--- src/rtl/corescore_rst_conditioner.sv ---
// Push-button reset conditioner for the board clock generator.
// Synchronizes and debounces a raw button, emits a one-cycle press pulse and
// a registered debounced level, and stretches every accepted press (and every
// system reset) into an active-high reset of at least HOLD_CYCLES cycles.
//
// state    | meaning
// ---------+------------------------------------------------------------
// HOLD     | o_rst high, hold_cnt counting out the minimum stretch
// WAIT_REL | o_rst high, minimum stretch done, waiting for button release
// IDLE     | o_rst low, waiting for the next accepted press
module corescore_rst_conditioner #(
    parameter int DEBOUNCE_CYCLES   = 1000,
    parameter int HOLD_CYCLES       = 16,
    parameter bit BUTTON_ACTIVE_LOW = 1'b1
) (
    input  logic i_clk,
    input  logic i_rst_n,
    input  logic i_btn,
    output logic o_rst,
    output logic o_press,
    output logic o_btn
);

    localparam int DB_W   = $clog2(DEBOUNCE_CYCLES + 1);
    localparam int HOLD_W = $clog2(HOLD_CYCLES + 1);

    localparam logic [DB_W-1:0]   DB_LAST    = DB_W'(DEBOUNCE_CYCLES - 1);
    localparam logic [HOLD_W-1:0] HOLD_LAST  = HOLD_W'(HOLD_CYCLES);
    localparam logic [HOLD_W-1:0] HOLD_FIRST = HOLD_W'(1);

    // Raw pin level when the button is not pressed.
    localparam logic BTN_RELEASED = BUTTON_ACTIVE_LOW;

    localparam logic [1:0] ST_HOLD     = 2'd0;
    localparam logic [1:0] ST_WAIT_REL = 2'd1;
    localparam logic [1:0] ST_IDLE     = 2'd2;

    logic              sync_q1;
    logic              sync_q2;
    logic              synced_pressed;
    logic              db_level;
    logic [DB_W-1:0]   db_cnt;
    logic              db_rise;
    logic [1:0]        state;
    logic [1:0]        state_nxt;
    logic [HOLD_W-1:0] hold_cnt;
    logic [HOLD_W-1:0] hold_cnt_nxt;

    // Two-flop synchronizer; resets to the released level so a held button is
    // seen as a fresh press once reset lifts.
    always_ff @(posedge i_clk or negedge i_rst_n) begin
        if (!i_rst_n) begin
            sync_q1 <= BTN_RELEASED;
            sync_q2 <= BTN_RELEASED;
        end else begin
            sync_q1 <= i_btn;
            sync_q2 <= sync_q1;
        end
    end

    assign synced_pressed = sync_q2 ^ BTN_RELEASED;

    // Debounce: accept a new level only after it differs for DEBOUNCE_CYCLES
    // consecutive cycles; any agreeing sample discards the partial count.
    always_ff @(posedge i_clk or negedge i_rst_n) begin
        if (!i_rst_n) begin
            db_level <= 1'b0;
            db_cnt   <= '0;
        end else if (synced_pressed == db_level) begin
            db_cnt <= '0;
        end else if (db_cnt == DB_LAST) begin
            db_level <= ~db_level;
            db_cnt   <= '0;
        end else begin
            db_cnt <= db_cnt + 1'b1;
        end
    end

    // o_btn is the previous db_level, so comparing the two finds the edge.
    assign db_rise = db_level & ~o_btn;

    // Registered debounced level and single-cycle press pulse.
    always_ff @(posedge i_clk or negedge i_rst_n) begin
        if (!i_rst_n) begin
            o_btn   <= 1'b0;
            o_press <= 1'b0;
        end else begin
            o_btn   <= db_level;
            o_press <= db_rise;
        end
    end

    // Next-state logic. A press loads hold_cnt with 1 because its entry edge
    // already drives o_rst high; after system reset the count starts at 0 so
    // the stretch covers HOLD_CYCLES full edges after release.
    always_comb begin
        state_nxt    = state;
        hold_cnt_nxt = hold_cnt;
        case (state)
            ST_HOLD: begin
                if (hold_cnt == HOLD_LAST) begin
                    state_nxt    = db_level ? ST_WAIT_REL : ST_IDLE;
                    hold_cnt_nxt = '0;
                end else begin
                    hold_cnt_nxt = hold_cnt + 1'b1;
                end
            end
            ST_WAIT_REL: begin
                if (!db_level) begin
                    state_nxt = ST_IDLE;
                end
            end
            ST_IDLE: begin
                if (db_rise) begin
                    state_nxt    = ST_HOLD;
                    hold_cnt_nxt = HOLD_FIRST;
                end
            end
            default: begin
                state_nxt    = ST_IDLE;
                hold_cnt_nxt = '0;
            end
        endcase
    end

    // State register; o_rst is decoded from the next state into a flop so the
    // clock generator never sees a combinational glitch.
    always_ff @(posedge i_clk or negedge i_rst_n) begin
        if (!i_rst_n) begin
            state    <= ST_HOLD;
            hold_cnt <= '0;
            o_rst    <= 1'b1;
        end else begin
            state    <= state_nxt;
            hold_cnt <= hold_cnt_nxt;
            o_rst    <= (state_nxt != ST_IDLE);
        end
    end

endmodule

--- config.mk ---
export PLATFORM = sky130hd
export DESIGN_NAME = corescore_rst_conditioner
export DESIGN_NICKNAME = d
export VERILOG_FILES = /design/src/rtl/corescore_rst_conditioner.sv
export SDC_FILE = /design/constraint.sdc
export NUM_CORES = 1
export LEC_CHECK = 0
export ABC_AREA = 1
export BUFFER_PORTS_ARGS = -buffer_cell sky130_fd_sc_hd__buf_2
export CELL_PAD_IN_SITES_DETAIL_PLACEMENT = 0
export CELL_PAD_IN_SITES_GLOBAL_PLACEMENT = 1
export CORE_MARGIN = 4
export CORE_UTILIZATION = 41
export DETAILED_ROUTE_END_ITERATION = 8
export PLACE_DENSITY = 0.8
export SKIP_CTS_REPAIR_TIMING = 1
export SYNTH_ARGS = -nofsm -noshare
export SYNTH_HDL_FRONTEND = slang
export SYNTH_SLANG_ARGS = --single-unit
--- constraint.sdc ---
create_clock -name i_clk -period 1.2 [get_ports i_clk]
set_input_delay 0.36 -clock i_clk [delete_from_list [all_inputs] [get_ports i_clk]]
set_output_delay 0.36 -clock i_clk [all_outputs]
set_load 0.02 [all_outputs]
Word-level counts from Yosys, hierarchy flattened
Cells that the tools add are included.
{"block": "classes", "n_eq_ne": 7, "addsub": 2, "reduce_logical": 3, "muxes": 10, "bitwise": 6}
{"op": "10-bit 2-to-1 mux", "count": 2}
{"op": "5-bit case mux with 3 select lines", "count": 1}
{"op": "10-bit by 1-bit adder with 10-bit output (second input constant)", "count": 1}
{"op": "10-bit equality test (second input constant)", "count": 1}
{"op": "5-bit 2-to-1 mux", "count": 2}
{"op": "2-bit 2-to-1 mux", "count": 4}
{"op": "2-bit case mux with 3 select lines", "count": 1}
{"op": "5-bit by 1-bit adder with 5-bit output (second input constant)", "count": 1}
{"op": "5-bit equality test (second input constant)", "count": 1}
{"op": "1-bit inverter", "count": 5}
{"op": "2-bit != test (second input constant)", "count": 2}
{"op": "2-bit AND reduction", "count": 2}
{"op": "2-bit by 1-bit equality test with 1-bit output (second input constant)", "count": 1}
{"op": "2-bit equality test (second input constant)", "count": 1}
{"op": "2-bit logical NOT", "count": 1}
{"op": "1-bit AND", "count": 1}
{"op": "1-bit equality test", "count": 1}
{"block": "word_totals", "out_inout_bits": 3, "reg_bits": 23, "wordCells": 37, "in_bits": 3}

Longest topological paths before layout
Gate-level depths: netlist of run 1.
{"block": "logic_depth", "ltp_word": 5, "mapped_depth": 7, "depth_no_buf": 7}

Least setup slack after synthesis of run 1
Ideal clock, no wire load.
{"block": "synth_timing", "path_type": "reg2reg", "start": "register db_cnt[0]", "end": "register db_cnt[6]", "setup_ns": 0.118, "stages_incl_launch_ff": 8, "arrival_ns": 1.030, "slack_ns": 0.051, "path_cell_list": "dfrtp_1 > ha_1 > nand2_1 > inv_1 > nand2_1 > o21bai_1 > nand2_1 > nor2_2"}
{"block": "synth_via", "elab_chain_len": 3, "word_cells_on_any_way": 4, "cone_classes": "1 x add/sub; 1 x eq/ne; 2 x mux"}
{"element": "start, declared", "line_no": "42", "text": "logic [DB_W-1:0] db_cnt;"}
{"element": "start signal, assigned", "line_no": "75", "text": "db_cnt <= db_cnt + 1'b1;"}
{"element": "10-bit by 1-bit adder with 10-bit output / 10-bit equality test (equally long branches)", "line_no": "75, 71"}
{"element": "10-bit 2-to-1 mux (*)", "line_no": "71", "text": "end else if (db_cnt == DB_LAST) begin"}
{"element": "10-bit 2-to-1 mux (*)", "line_no": "69", "text": "end else if (synced_pressed == db_level) begin"}
Every way passes the cells marked *; elsewhere a longest branch is shown, timed or not.
A chain may end at the register's enable or synchronous reset.

Final worst setup path of run 1
{"block": "layout_timing", "start": "register o_rst", "end": "output o_rst"}
{"element": "start, declared", "line_no": "19", "text": "output logic o_rst,"}
{"element": "start signal, assigned", "line_no": "136", "text": "o_rst <= (state_nxt != ST_IDLE);"}
No word-level cell between the ends.

==> results.txt, run 1 <==
Headroom to the max-slew limit = 66.6%
Setup Crit Path Kind = reg2out
Placed cells = 167
Highest-delay cell along the critical path = dfstp_2
Global-route wire length before repair = 3.45 mm
Setup crit start = o_rst
Required time of the critical path = 0.84 ns
Area grow syn2layout = 28.9%
Core Area = 0.00257 mm²
Design internal power = 950 µW
FMAX = 0.750 GHz
Post-synth top cells = 25 x nand2_1, 21 x inv_1, 20 x dfrtp_1
Initial Utilization = 44.9%
Multi-input gate area in the final layout = 632 µm²
Power share of the clock group = 28.9%
RD Place Congestion = 0.836
Layout cell share with drive strength beyond 1 = 39.2%
CP cell instances = buf_6
Clk_lat worst skew = 0.32 ns
Wire length per cell = 13.0 µm
Syn. warnings = 0
Final WL = 2.31 mm
Syn Nets = 134
Final setup viols = 10
Ports = 6
Antenna-violating nets left = 0
Clock Pin Slew Worst Setup and Hold Paths = 0.12 ns
CTS root buffer = clkbuf_4
Family with the most delay on the worst path = flip-flops
DRC Markers = 0
Avg Cell Area, Syn = 9.00 µm²
Via count = 914
Finished Layout Cells = 178
TritonCTS clock tree = done
Violated checks = hold timing, setup timing
Outcome = finished with violations
Worst Setup EP = o_rst
Hold_ws = -0.0113 ns
End-of-flow core utilization = 57.8%
CTS buffer count = 3
Detailed Place HPWL = 1.47 mm
Fin nets = 155
Synth Instances = 128
Clock sinks = 23
Critical R2R Capture = db_cnt[2]
Crit path buf inv count = 1
Vias per inst = 5.13
GRT Overall Usage = 12.9%
Prevailing post-synth register cell = dfrtp_1
Die height = 61.0 µm
Synth top area share = 43.4%
Post-synth ARST share = 100%
CP max stage delay = 0.55 ns
Switch Pwr = 282 µW
Crit path max fanout = 1
Initial antenna violation count = 0
R2R depth = 6
Synth unique cells = 25
Minimum clock period after layout = 1.33 ns
Fill cells = 222
Final Max Slew Viols = 0
H-tree levels = 1
Vias in the first global route = 795
Post-Syn Area = 0.00115 mm²
Largest net degree at the start of global routing = 24
Port Buffer Count = 5
Sequential cell area = 581 µm²
Initial DRC count = 13
Fin. Hold Viols = 14
Leak pwr = 0.000700 µW
Setup TNS Final = -0.387 ns
DRT Pass-1 Iters = 4
Yosys reg bits = 23
Row cnt = 18
Register area share after synthesis = 50.3%
Pwr Density = 830 mW/mm²
Count leader, synth = nand2_1
Min-delay worst type = in2async
Max-capacitance violation count = 0
Flop pwr share = 64.8%
Count of flip-flops with a built-in enable after synthesis = 0
Worst Setup End Kind = primary output
CP Launch Type = register
Period utilization = 111%
Top cells by area, synth = dfrtp_1 43%, nand2_1 8.1%, dfstp_2 6.8%
R2R setup slack = -0.04 ns
Die area = 0.00372 mm²
Design Power = 1230 µW
Total stage count of the critical path = 1
RSZ-0062 raised after global routing = yes
Sw Share = 22.9%
Max Root-Sink Buffers = 2
Cell accounting for the most synthesized area = dfrtp_1
Die Span X = 61.0 µm
Critical Path AT = 0.97 ns
Ant diodes = 0
Final worst slack = -0.133 ns
Grt ovf = 0
Max VDD drop = 659 µV
Logic pwr share = 6.2%
R2r startpoint = db_cnt[1]
Clk_skew = 0.00941 ns
Worst-Margin Slew = 0.501 ns
## sequential cells by signal, indices dropped and copies added, names as in the netlist
name / flops
sync_q1: 1
db_cnt: 10
o_rst: 1
sync_q2: 1
o_btn: 1
db_level: 1
o_press: 1
hold_cnt: 5
state: 2
## logic make-up after synthesis
kind of cell,count (synthesis),synth area share [%]
simple gates,64,29.5
flops,23,50.3
buf+inv,22,7.17
compound gates,11,5.32
xor+xnor,5,4.45
fa+ha+maj,3,3.26
## per-stage QoR
step / worst slack [ns] / instance area [µm²]
floorplan: 0.0515 / 1150
global placement: 0.00232 / 1240
detailed placement: -0.0372 / 1240
CTS: -0.189 / 1270
global route: -0.176 / 1490
finish: -0.133 / 1490
## cell usage in the layout (no fill, tap or decap), types with 4 or more instances in the layout
cell type / instances
inv_2: 4
nor2_4: 8
nand3_1: 7
nor2_1: 5
nand3_2: 5
nand2_1: 24
inv_1: 18
buf_4: 11
dfrtp_1: 19
nor2_2: 5
## how the worst min path moves through the flow
stage,start,to,slack [ns],cells past startpoint
CTS,i_rst_n,db_cnt[9],0.001,1
finish,i_rst_n,db_cnt[9],-0.01,1
global route,i_rst_n,hold_cnt[2],0.0009,1
floorplan,i_rst_n,db_cnt[0],0.06,0
detailed placement,sync_q1,sync_q2,0.35,0
global placement,sync_q1,sync_q2,0.35,0
## routing by layer
layer | vias to the layer above | track usage, % | wire length (µm)
li1 | 445 | - | -
met1 | 446 | 17.0 | 1040
met2 | 16 | 19.7 | 1120
met3 | 7 | 2.73 | 76
met4 | 0 | 7.12 | 72
met5 | - | 0 | 0
## power by group through the flow
stage          Combinational [µW]  Sequential, µW  Clock, µW
2_1_floorplan                27.6             810          0
3_5_place_dp                 54.8             811          0
5_1_grt                      85.4             801        412
6_report                     76.5             799        357
4_1_cts                      55.1             797        377
3_3_place_gp                 53.8             810          0
## final cells by class
cell class | count | area share (%)
inverter | 22 | 5.56
timing repair buffer | 16 | 8.51
tap | 30 | 2.53
sequential | 23 | 39.1
multi-input combinational | 83 | 42.5
clock buffer | 4 | 1.77
Power figures use the tool's default switching activity.
==> run 2: changes to the inputs <==
--- a/config.mk
+++ b/config.mk
@@ -12,7 +12,7 @@
 export CORE_MARGIN = 4
 export CORE_UTILIZATION = 41
 export DETAILED_ROUTE_END_ITERATION = 8
-export PLACE_DENSITY = 0.8
+export PLACE_DENSITY = 0.79
 export SKIP_CTS_REPAIR_TIMING = 1
 export SYNTH_ARGS = -nofsm -noshare
 export SYNTH_HDL_FRONTEND = slang
==> run 2 against run 1 <==
Compared with the run above: the flow still finishes with violations (hold timing, setup timing); final area up 0.76%; utilization grew 0.44 points; die area is the same; clock skew is 0.00097 ns higher; sequential share of layout area is 0.21 points lower; first-iteration DRC count up 15%; combinational power rose by 8.9%; largest cell class unchanged.
==> results.txt, run 2 (synthesis results as in run 1) <==
Crit path buf inv count = 1 (unchanged)
H-tree levels = 1 (unchanged)
Die height = 61.0 µm (unchanged)
Layout cell share with drive strength beyond 1 = 39.7% (was 39.2%)
Setup Crit Path Kind = reg2out (unchanged)
Clk_lat worst skew = 0.31 ns (was 0.32 ns)
Max Root-Sink Buffers = 2 (unchanged)
Die area = 0.00372 mm² (unchanged)
Largest register by flop count = db_cnt (unchanged)
Max-capacitance violation count = 0 (unchanged)
Core Area = 0.00257 mm² (unchanged)
Minimum clock period after layout = 1.32 ns (was 1.33 ns)
Required time of the critical path = 0.84 ns (about the same)
Clk_skew = 0.0104 ns (was 0.00941 ns)
Fin nets = 153 (was 155)
RD Place Congestion = 0.816 (was 0.836)
Final Max Slew Viols = 0 (unchanged)
Leak pwr = 0.000685 µW (was 0.000700 µW)
Outcome = finished with violations (unchanged)
Fin. Hold Viols = 11 (was 14)
Clock sinks = 23 (unchanged)
CP Launch Type = register (unchanged)
CTS root buffer = clkbuf_4 (unchanged)
Via count = 882 (was 914)
Ports = 6 (unchanged)
Family with the most delay on the worst path = flip-flops (unchanged)
FMAX = 0.759 GHz (was 0.750 GHz)
Fin area = 0.00150 mm² (was 0.00149 mm²)
Die Span X = 61.0 µm (unchanged)
Area grow syn2layout = 29.9% (was 28.9%)
Vias in the first global route = 824 (was 795)
Detailed Place HPWL = 1.49 mm (was 1.47 mm)
Design Power = 1240 µW (was 1230 µW)
Max VDD drop = 683 µV (was 659 µV)
Wire length per cell = 12.2 µm (was 13.0 µm)
Commonest cells after routing, fill and taps aside = 23 x nand2_1, 18 x dfrtp_1, 17 x inv_1, 8 x nor2_4, 8 x buf_4 (was 24 x nand2_1, 19 x dfrtp_1, 18 x inv_1, 11 x buf_4, 8 x nor2_4)
DP Area = 0.00123 mm² (was 0.00124 mm²)
RSZ-0062 raised after global routing = yes (unchanged)
Final worst slack = -0.118 ns (was -0.133 ns)
Worst Setup End Kind = primary output (unchanged)
Largest net degree at the start of global routing = 24 (unchanged)
DRT Pass-1 Iters = 4 (unchanged)
Clock Pin Slew Worst Setup and Hold Paths = 0.13 ns (was 0.12 ns)
Initial Utilization = 44.9% (unchanged)
Initial DRC count = 15 (was 13)
Biggest regs = db_cnt (10), hold_cnt (5), state (2) (unchanged)
Highest-delay cell along the critical path = dfstp_2 (unchanged)
Min-delay worst type = in2async (unchanged)
Period utilization = 110% (was 111%)
Antenna-violating nets left = 0 (unchanged)
Max reg flops = 10 (unchanged)
Vias per inst = 5.01 (was 5.13)
CTS buffer count = 3 (unchanged)
Fill cells = 220 (was 222)
CP cell instances = buf_6 (unchanged)
Headroom to the max-slew limit = 66.8% (was 66.6%)
Crit path max fanout = 1 (unchanged)
Hold_ws = -0.0107 ns (was -0.0113 ns)
Row cnt = 18 (unchanged)
DRC Markers = 0 (unchanged)
Final setup viols = 9 (was 10)
Worst-Margin Slew = 0.498 ns (was 0.501 ns)
GRT Overall Usage = 13.3% (was 12.9%)
End-of-flow core utilization = 58.3% (was 57.8%)
Grt ovf = 0 (unchanged)
Ant diodes = 0 (unchanged)
Pwr Density = 831 mW/mm² (was 830 mW/mm²)
Violated checks = hold timing, setup timing (unchanged)
Critical Path AT = 0.96 ns (was 0.97 ns)
Port Buffer Count = 5 (unchanged)
Final WL = 2.15 mm (was 2.31 mm)
Initial antenna violation count = 0 (unchanged)
Most common cell after layout, fill and taps aside = nand2_1 (unchanged)
CP max stage delay = 0.54 ns (was 0.55 ns)
Global-route wire length before repair = 3.62 mm (was 3.45 mm)
TritonCTS clock tree = done (unchanged)
-- run 2: area by class of cell --
cell class / instances / area, µm² / area share (%)
inverters: 22 / 85.1 / 5.69
clock buffers: 4 / 26.3 / 1.76
flip-flops and latches: 23 / 582 / 38.9
repair buffers: 14 / 115 / 7.69
multi-input cells: 83 / 651 / 43.5
well taps: 30 / 37.5 / 2.51
-- run 2: through the flow --
step	TNS, ns	setup WS (ns)	instances	hold WS, ns
3_5_place_dp	-0.0782	-0.0303	165	0.351
2_1_floorplan	0	0.0515	128	0.0644
4_1_cts	-0.529	-0.176	169	0.00952
3_3_place_gp	-0.0128	-0.00689	165	0.348
5_1_grt	-1.10	-0.164	176	0.0139
6_report	-0.348	-0.118	176	-0.0107
-- run 2: where the power goes --
group	internal (µW)	switching, µW
Sequential	789	12.9
Clock	130	228
Combinational	33.0	50.3
-- run 2: metal layers --
metal / GRT usage [%] / wire [µm]
met2: 20.2 / 1030
met4: 5.57 / 42
met3: 2.73 / 80
met1: 18.6 / 1000
met5: 0 / 0
-- run 2: path summary, 6_finish.rpt --
kind | from | endpoint | slack, ns | cells past startpoint
setup reg to reg | db_cnt[1] | db_cnt[2] | -0.04 | 6
max in group asynchronous | i_rst_n | db_level | 0.84 | 1
min in group i_clk | i_btn | sync_q1 | 0.12 | 1
hold / removal | i_rst_n | db_cnt[9] | -0.01 | 1
setup / recovery | o_rst | o_rst | -0.12 | 1
hold reg to reg | sync_q1 | sync_q2 | 0.37 | 0
